<file path="config.mk">
export PLATFORM = sky130hd
export DESIGN_NAME = pram_loader_flat
export DESIGN_NICKNAME = d
export VERILOG_FILES = /design/src/rtl/n1_pkg.sv /design/src/rtl/pram_loader_if.sv /design/src/rtl/pram_loader.sv /design/src/flat_wrapper.sv
export SDC_FILE = /design/constraint.sdc
export NUM_CORES = 1
export LEC_CHECK = 0
export BUFFER_PORTS_ARGS = -buffer_cell sky130_fd_sc_hd__buf_4
export CORE_MARGIN = 8
export CORE_UTILIZATION = 30
export CTS_CLUSTER_DIAMETER = 60
export CTS_CLUSTER_SIZE = 16
export DETAILED_ROUTE_END_ITERATION = 6
export SLEW_MARGIN = 20
export SYNTH_ARGS = -nofsm -noshare
export SYNTH_HDL_FRONTEND = slang
export SYNTH_SLANG_ARGS = --single-unit
</file>
<file path="constraint.sdc">
create_clock -name clk -period 5.3 [get_ports clk]
set_input_delay 0.265 -clock clk [delete_from_list [all_inputs] [get_ports clk]]
set_output_delay 0.265 -clock clk [all_outputs]
set_load 0.03 [all_outputs]
</file>
<file path="src/rtl/n1_pkg.sv">
// Shared definitions for the program-RAM loader: RAM geometry, frame marker,
// loader FSM state encoding and the LEN field decode.
package n1_pkg;

   localparam int          PRAM_ADDR_W = 5;
   localparam int          PRAM_WORD_W = 16;
   localparam int          PRAM_DEPTH  = 1 << PRAM_ADDR_W;
   localparam logic [7:0]  SYNC_BYTE   = 8'hA5;

   typedef enum logic [2:0] {
      ST_IDLE,
      ST_SYNC,
      ST_LEN,
      ST_LO,
      ST_HI,
      ST_CSUM,
      ST_DONE,
      ST_ERR
   } loader_state_t;

   // LEN=0 selects the full RAM; lengths beyond the RAM are clamped so
   // the write address can never run past the last word.
   function automatic logic [PRAM_ADDR_W:0] len_to_count(input logic [7:0] len);
      logic [PRAM_ADDR_W:0] count;
      if (len == 8'd0 || len > 8'(PRAM_DEPTH)) begin
         count = (PRAM_ADDR_W + 1)'(PRAM_DEPTH);
      end else begin
         count = len[PRAM_ADDR_W:0];
      end
      return count;
   endfunction

endpackage

</file>
<file path="src/rtl/pram_loader_if.sv">
// Byte-stream input and program-RAM write port of the loader.
// master = loader side, slave = stream source / RAM side.
interface pram_loader_if
   import n1_pkg::*;
#(
   parameter int ADDR_W = PRAM_ADDR_W,
   parameter int WORD_W = PRAM_WORD_W
);

   logic [7:0]        in_data;
   logic              in_valid;
   logic              in_ready;
   logic              pram_we;
   logic [ADDR_W-1:0] pram_addr;
   logic [WORD_W-1:0] pram_wdata;

   modport master (
      input  in_data,
      input  in_valid,
      output in_ready,
      output pram_we,
      output pram_addr,
      output pram_wdata
   );

   modport slave (
      output in_data,
      output in_valid,
      input  in_ready,
      input  pram_we,
      input  pram_addr,
      input  pram_wdata
   );

endinterface

</file>
<file path="src/rtl/pram_loader.sv">
// Program-RAM loader: parses SYNC,LEN,{lo,hi}*LEN,CSUM from a byte stream,
// writes words from address 0 upward and holds the core until a good frame lands.
//
// state    | meaning
// ---------+-------------------------------------------------------------
// ST_IDLE  | not armed, waiting for load_req
// ST_SYNC  | discarding bytes until SYNC_BYTE
// ST_LEN   | next byte is the word count
// ST_LO    | next byte is the low byte of word cnt
// ST_HI    | next byte is the high byte; write issued the following cycle
// ST_CSUM  | next byte is the XOR checksum of all data bytes
// ST_DONE  | frame loaded and checksum good, core released
// ST_ERR   | checksum bad, core kept in hold
module pram_loader
   import n1_pkg::*;
#(
   parameter int         ADDR_W    = PRAM_ADDR_W,
   parameter logic [7:0] SYNC_BYTE = n1_pkg::SYNC_BYTE
) (
   input  logic          clk,
   input  logic          rst_n,
   input  logic          load_req,
   pram_loader_if.master bus,
   output logic          cpu_hold,
   output logic          done,
   output logic          err
);

   localparam int CNT_W = ADDR_W + 1;

   loader_state_t     state_q, state_d;
   logic [CNT_W-1:0]  cnt_q, cnt_d;
   logic [CNT_W-1:0]  count_q, count_d;
   logic [7:0]        csum_q, csum_d;
   logic [7:0]        lo_q, lo_d;
   logic              we_q, we_d;
   logic [ADDR_W-1:0] addr_q, addr_d;
   logic [15:0]       wdata_q, wdata_d;
   logic              hold_q, hold_d;
   logic              done_q, done_d;
   logic              err_q, err_d;

   logic              in_ready;
   logic              xfer;
   logic [CNT_W-1:0]  cnt_inc;

   always_ff @(posedge clk or negedge rst_n) begin
      if (!rst_n) begin
         state_q <= ST_IDLE;
         cnt_q   <= '0;
         count_q <= '0;
         csum_q  <= 8'h00;
         lo_q    <= 8'h00;
         we_q    <= 1'b0;
         addr_q  <= '0;
         wdata_q <= 16'h0000;
         hold_q  <= 1'b0;
         done_q  <= 1'b0;
         err_q   <= 1'b0;
      end else begin
         state_q <= state_d;
         cnt_q   <= cnt_d;
         count_q <= count_d;
         csum_q  <= csum_d;
         lo_q    <= lo_d;
         we_q    <= we_d;
         addr_q  <= addr_d;
         wdata_q <= wdata_d;
         hold_q  <= hold_d;
         done_q  <= done_d;
         err_q   <= err_d;
      end
   end

   always_comb begin
      in_ready = 1'b0;
      case (state_q)
         ST_SYNC, ST_LEN, ST_LO, ST_HI, ST_CSUM: in_ready = 1'b1;
         default:                                in_ready = 1'b0;
      endcase
   end

   // A byte presented together with load_req is dropped: the restart wins.
   assign xfer    = bus.in_valid & in_ready & ~load_req;
   assign cnt_inc = cnt_q + CNT_W'(1);

   always_comb begin
      state_d = state_q;
      cnt_d   = cnt_q;
      count_d = count_q;
      csum_d  = csum_q;
      lo_d    = lo_q;
      we_d    = 1'b0;
      addr_d  = addr_q;
      wdata_d = wdata_q;
      hold_d  = hold_q;
      done_d  = done_q;
      err_d   = err_q;

      if (load_req) begin
         state_d = ST_SYNC;
         cnt_d   = '0;
         csum_d  = 8'h00;
         hold_d  = 1'b1;
         done_d  = 1'b0;
         err_d   = 1'b0;
      end else if (xfer) begin
         case (state_q)
            ST_SYNC: begin
               if (bus.in_data == SYNC_BYTE) begin
                  state_d = ST_LEN;
               end
            end
            ST_LEN: begin
               count_d = len_to_count(bus.in_data);
               cnt_d   = '0;
               csum_d  = 8'h00;
               state_d = ST_LO;
            end
            ST_LO: begin
               lo_d    = bus.in_data;
               csum_d  = csum_q ^ bus.in_data;
               state_d = ST_HI;
            end
            ST_HI: begin
               csum_d  = csum_q ^ bus.in_data;
               we_d    = 1'b1;
               addr_d  = cnt_q[ADDR_W-1:0];
               wdata_d = {bus.in_data, lo_q};
               cnt_d   = cnt_inc;
               state_d = (cnt_inc == count_q) ? ST_CSUM : ST_LO;
            end
            ST_CSUM: begin
               if (bus.in_data == csum_q) begin
                  state_d = ST_DONE;
                  done_d  = 1'b1;
                  hold_d  = 1'b0;
               end else begin
                  state_d = ST_ERR;
                  err_d   = 1'b1;
               end
            end
            default: ;
         endcase
      end
   end

   assign bus.in_ready   = in_ready;
   assign bus.pram_we    = we_q;
   assign bus.pram_addr  = addr_q;
   assign bus.pram_wdata = wdata_q;
   assign cpu_hold       = hold_q;
   assign done           = done_q;
   assign err            = err_q;

endmodule

</file>
<file path="src/flat_wrapper.sv">
// flat-port wrapper written by rule: the top's interface ports become plain ports
module pram_loader_flat import n1_pkg::*;
#(
   parameter int         ADDR_W    = PRAM_ADDR_W,
   parameter logic [7:0] SYNC_BYTE = n1_pkg::SYNC_BYTE
)
  (clk, rst_n, load_req, cpu_hold, done, err, bus_in_data, bus_in_valid, bus_in_ready, bus_pram_we, bus_pram_addr, bus_pram_wdata);
  pram_loader_if #(.ADDR_W(ADDR_W)) bus_i ();
  input  logic clk;
  input  logic rst_n;
  input  logic load_req;
  output logic cpu_hold;
  output logic done;
  output logic err;
  input wire logic [$bits(bus_i.in_data)-1:0] bus_in_data;
  input wire logic [$bits(bus_i.in_valid)-1:0] bus_in_valid;
  output wire logic [$bits(bus_i.in_ready)-1:0] bus_in_ready;
  output wire logic [$bits(bus_i.pram_we)-1:0] bus_pram_we;
  output wire logic [$bits(bus_i.pram_addr)-1:0] bus_pram_addr;
  output wire logic [$bits(bus_i.pram_wdata)-1:0] bus_pram_wdata;
  assign bus_i.in_data = bus_in_data;
  assign bus_i.in_valid = bus_in_valid;
  assign bus_in_ready = bus_i.in_ready;
  assign bus_pram_we = bus_i.pram_we;
  assign bus_pram_addr = bus_i.pram_addr;
  assign bus_pram_wdata = bus_i.pram_wdata;
  pram_loader #(.ADDR_W(ADDR_W), .SYNC_BYTE(SYNC_BYTE)) u_core (.clk(clk), .rst_n(rst_n), .load_req(load_req), .bus(bus_i), .cpu_hold(cpu_hold), .done(done), .err(err));
endmodule
</file>
# Word-level counts from Yosys, hierarchy flattened
# Index checks and enable logic that the tools add are counted.
[totals]
regBits = 56
input_bits = 12
out_inout_bits = 26
[op_classes]
n_addsub = 1
n_lt_le_gt_ge = 1
n_eq_ne = 10
mux = 29
n_bitwise = 4
reduce_logical = 18
[op_table]
columns = ["op", "count"]
rows = [
  ["6-bit 2-to-1 mux", 3],
  ["3-bit AND reduction", 6],
  ["1-bit 2-to-1 mux", 17],
  ["8-bit 2-to-1 mux", 2],
  ["8-bit one-hot mux with 2 select lines", 1],
  ["3-bit one-hot mux with 5 select lines", 1],
  ["3-bit 2-to-1 mux", 4],
  ["6-bit one-hot mux with 2 select lines", 1],
  ["8-bit == test", 1],
  ["8-bit == test, second input constant", 1],
  ["8-bit by 6-bit > comparator with 1-bit output, second input constant", 1],
  ["8-bit logical NOT", 1],
  ["8-bit XOR", 1],
  ["6-bit by 1-bit adder with 6-bit output, second input constant", 1],
  ["3-bit by 2-bit == test with 1-bit output, second input constant", 2],
  ["3-bit == test, second input constant", 2],
  ["6-bit == test", 1],
  ["2-bit nonzero test", 3],
  ["3-bit nonzero test", 2],
  ["6-bit nonzero test", 1],
  ["5-bit OR reduction", 1],
  ["2-bit AND reduction", 2],
  ["3-bit by 1-bit == test with 1-bit output, second input constant", 1],
  ["3-bit by 2-bit != test with 1-bit output, second input constant", 1],
  ["5 further kinds", 6],
]

# Longest topological paths before layout
[logic_depth]
word_depth = 7
ltp_mapped = 8
mapped_depth_nobuf = 7

# Worst setup path after synthesis
# OpenSTA, ideal clock, no wires.
[synth_timing]
path_kind = "register to register"
start = "reg u_core.state_q[1]"
end = "reg u_core.state_q[0]"
setup_time_ps = 126
arrival_ps = 1638
t_required_ps = 5174
setup_slack_ps = 3536
path_stages_with_launch = 6
n_path_buf = 1
path_cell_list = "dfrtp_1 -> buf_6 -> or3b_4 -> a2111oi_4 -> nand2_1 -> o32a_1"
[synth_via]
elab_chain_cells = 7
[synth_rtl]
columns = ["element", "line", "source"]
rows = [
  ["from (decl)", "pram_loader.sv:31", "loader_state_t state_q, state_d;"],
  ["from (signal assigned)", "pram_loader.sv:61", "state_q <= state_d;"],
  ["3-bit by 1-bit == test with 1-bit output, or another cell as far along", "pram_loader.sv:77, pram_loader.sv:108", ""],
  ["5-bit OR reduction", "pram_loader.sv:77", "case (state_q)"],
  ["1-bit 2-to-1 mux", "pram_loader.sv:77", ""],
  ["1-bit AND (2 in series)", "pram_loader.sv:84", "assign xfer = bus.in_valid & in_ready & ~load_req;"],
  ["2-bit nonzero test (no line)", "--", ""],
  ["3-bit AND reduction (no line)", "--", ""],
]
# Several ways; a longest one is shown, not always the timed one. The select of a mux whose other input is x is not followed.
# A chain may end at the register's enable or synchronous reset.

# Worst setup path in the final report
[layout_timing]
start = "reg u_core.state_q[0]"
end = "reg u_core.cnt_q[2]"
[layout_via]
elab_chain_cells = 7
[layout_rtl]
columns = ["element", "line", "source"]
rows = [
  ["3-bit by 1-bit == test with 1-bit output, or another cell as far along", "pram_loader.sv:77", ""],
  ["5-bit OR reduction", "pram_loader.sv:77", ""],
  ["1-bit 2-to-1 mux", "pram_loader.sv:77", ""],
  ["1-bit AND (2 in series)", "pram_loader.sv:84", ""],
  ["2-bit nonzero test (no line)", "--", ""],
  ["2-bit AND reduction (no line)", "--", ""],
  ["to (signal assigned)", "pram_loader.sv:62", "cnt_q <= cnt_d;"],
  ["to (decl)", "pram_loader.sv:32", "logic [CNT_W-1:0] cnt_q, cnt_d;"],
]
# Several ways; a longest one is shown, not always the timed one. The select of a mux whose other input is x is not followed.

==> metrics.yaml <==
outcome: "complete, but fails checks"
violations: "hold timing"
critPathBufInv: 1
fin_area_sq_mm: 0.00320
num-nets-final: 329
die_width_um: 112
dieArea_sq_mm: 0.0125
worst_path_max_delay_cell: "inv_1"
seqCellArea_sq_mm: 0.00140
crit_chain: "nor3b_1 > nand2_1 > inv_1 > nand2_1 > o21ai_0"
synthMostInstantiatedCell: "nand2_1"
wl_per_cell_um: 14.8
cts_sinks: 56
ys_warn_count: 0
nFillCells: 918
root_buffer: "clkbuf_8"
path_class: "reg2reg"
start_util_pct: 30.3
coreArea_sq_mm: 0.00906
crit_required_ns: 5.54
worstPathMaxFanout: 29
ys_seq_area_share_pct: 51.0
grt_max_degree: 57
ys_types: 47
synth_area_leader_cell: "dfrtp_1"
clock_latency_ns: 0.31
fmax_mhz: 371
grt_usage_pct: 10.3
wirelength_mm: 6.31
powerDensity_mw_per_mm2: 259
setup_viol_count_final: 0
final_antenna_net_count: 0
io_buffers: 37
drc: 0
hpwl_mm: 4.43
skew_ns: 0.00964
p_leak_nw: 1.54
cts-htree-levels: 2
boundaryPins: 38
critPathMaxStageDelay_ns: 0.79
synth_area_leaders: "dfrtp_1, nand2_1, o21ai_0, nand2b_1, mux2_2"
drive_above_1_share_pct: 18.7
cts_tree: "built"
gp_congestion: 0.841
setup_tns_ns: 0
irDropWorstVdd_mv: 0.164
viasPerCell: 4.89
yosys-top-cells-count: "nand2_1, dfrtp_1, o21ai_0"
fp.dieH_um: 112
grt_pass1_vias: 2107
synth_nets: 297
hold_ws_ns: -0.00462
drt_iter0_drc: 123
max-cap-violations: 0
post_cts_buffers: 0
rows: 35
antenna_found_initial: 0
endpoint_kind: "register"
grt_pass1_wl_mm: 10.7
place_area_sq_mm: 0.00311
cts_buffer_depth: 2
numCtsBuffers: 5
synth_flop_cell: "dfrtp_1"
dr.pass1.iters: 4
overflow: 0
synth-seq-cells: 56
maxSlewViolCount: 0
synth_edf_count: 0
syn_inst: 282
min_period_over_period_pct: 50.8
period_needed_ns: 2.69
avgSynthCellArea_sq_um: 9.75
max_slew_margin_pct: 35.9
asyncSetResetFlopFracSynth_pct: 100
syn_area_sq_mm: 0.00275
vias: 2083
rsz0062_at_grt: "false"
clk_pin_slew_worst_paths_ns: 0.11
n_antenna_cell: 0
hold_path.class: "in2async"
worstMarginPinSlew_ns: 0.958
synth_top_area_share_pct: 51.0
ctsHoldBuffers: 0
crit_family: "simple AND/OR/NAND/NOR gates"
hold_viol_final: 2
multiInputGateArea_sq_mm: 0.00126
cpMostUsedCell: "nand2_1"
arrival_ns: 2.93
cts_resized: 0
areaGrowthSynthToFinish_pct: 16.3
start_kind: "register"
[layer usage]
metal	wire, um	share of wire [%]	vias to the layer above	global-route usage (%)
met3	127	2.0	9	1.73
met2	2980	47	24	16.8
li1	-	-	1037	-
met5	0	0	-	0
met1	3080	49	1013	13.3
met4	113	1.8	0	3.92
[final timing paths]
path                                                    start                              endpoint  slack (ns)  cells past startpoint
min in group clk                                     load_req                u_core.err$_DFFE_PN0P_        0.18                      2
worst max register to register  u_core.state_q[0]$_DFFE_PN0P_           u_core.cnt_q[2]$_DFFE_PN0P_        2.61                      5
max in group asynchronous                               rst_n          u_core.csum_q[1]$_DFFE_PN0P_        4.82                      1
worst max-delay path            u_core.state_q[0]$_DFFE_PN0P_           u_core.cnt_q[2]$_DFFE_PN0P_        2.61                      5
worst min register to register     u_core.lo_q[2]$_DFFE_PN0P_  u_core.bus.pram_wdata[2]$_DFFE_PN0P_        0.48                      2
worst min-delay path                                    rst_n   u_core.bus.pram_addr[2]$_DFFE_PN0P_      -0.005                      1
[power breakdown]
part | internal, mW | switching [mW]
combinational | 0.0483 | 0.0558
sequential | 0.461 | 0.0224
clock | 0.0944 | 0.149
total | 0.603 | 0.227
[kinds of logic after synthesis]
family,synth area share [%]
AO/OA/AOI/OAI,15.3
XOR/XNOR,3.50
adder cells (fa/ha/maj),1.37
buffers and inverters,3.32
flip-flops,51.0
multiplexers,2.87
AND/OR/NAND/NOR,22.7
[registers in the layout, summed over array words and instances (netlist names)]
name and count:
u_core.bus.pram_we 1, u_core.err 1, u_core.bus.pram_wdata 16, u_core.count_q 6, u_core.cpu_hold 1, u_core.state_q 3, u_core.csum_q 8, u_core.bus.pram_addr 5
u_core.cnt_q 6, u_core.done 1, u_core.lo_q 8
[area by class of cell]
type	instances	share of cell area [%]
Clock buffer	5	2.15
Clock inverter	3	0.665
Inverter	9	1.06
Multi-Input combinational cell	205	39.3
Sequential cell	56	43.8
Tap cell	111	4.34
Timing Repair Buffer	37	8.68
[layout by cell type (no fill, tap or decap), drive strengths merged, types with 2 or more instances in the layout]
cell type / instances
nand2: 70
dfrtp: 56
buf: 37
o21ai: 20
nand2b: 15
inv: 10
o2bb2ai: 8
mux2: 7
nor2: 6
xnor2: 6
a22o: 6
nand3: 6
a21oi: 6
nor2b: 5
xor2: 5
clkbuf: 5
nor3: 4
a21o: 3
nand4: 3
ha: 3
nor4: 3
nor3b: 2
and2: 2
and3: 2
o31ai: 2
nand3b: 2
o211ai: 2
[through the flow]
stage / power, mW / util, % / std cells / setup slack (ns)
2_1_floorplan: 0.556 / - / 282 / 3.54
3_3_place_gp: 0.592 / 34.3 / 418 / 2.69
3_5_place_dp: 0.596 / 34.3 / 418 / 2.61
4_1_cts: 0.841 / 35.3 / 426 / 2.59
5_1_grt: 0.868 / 35.3 / 426 / 2.29
6_report: 0.830 / 35.3 / 426 / 2.61
(Power assumes the default switching activity.)
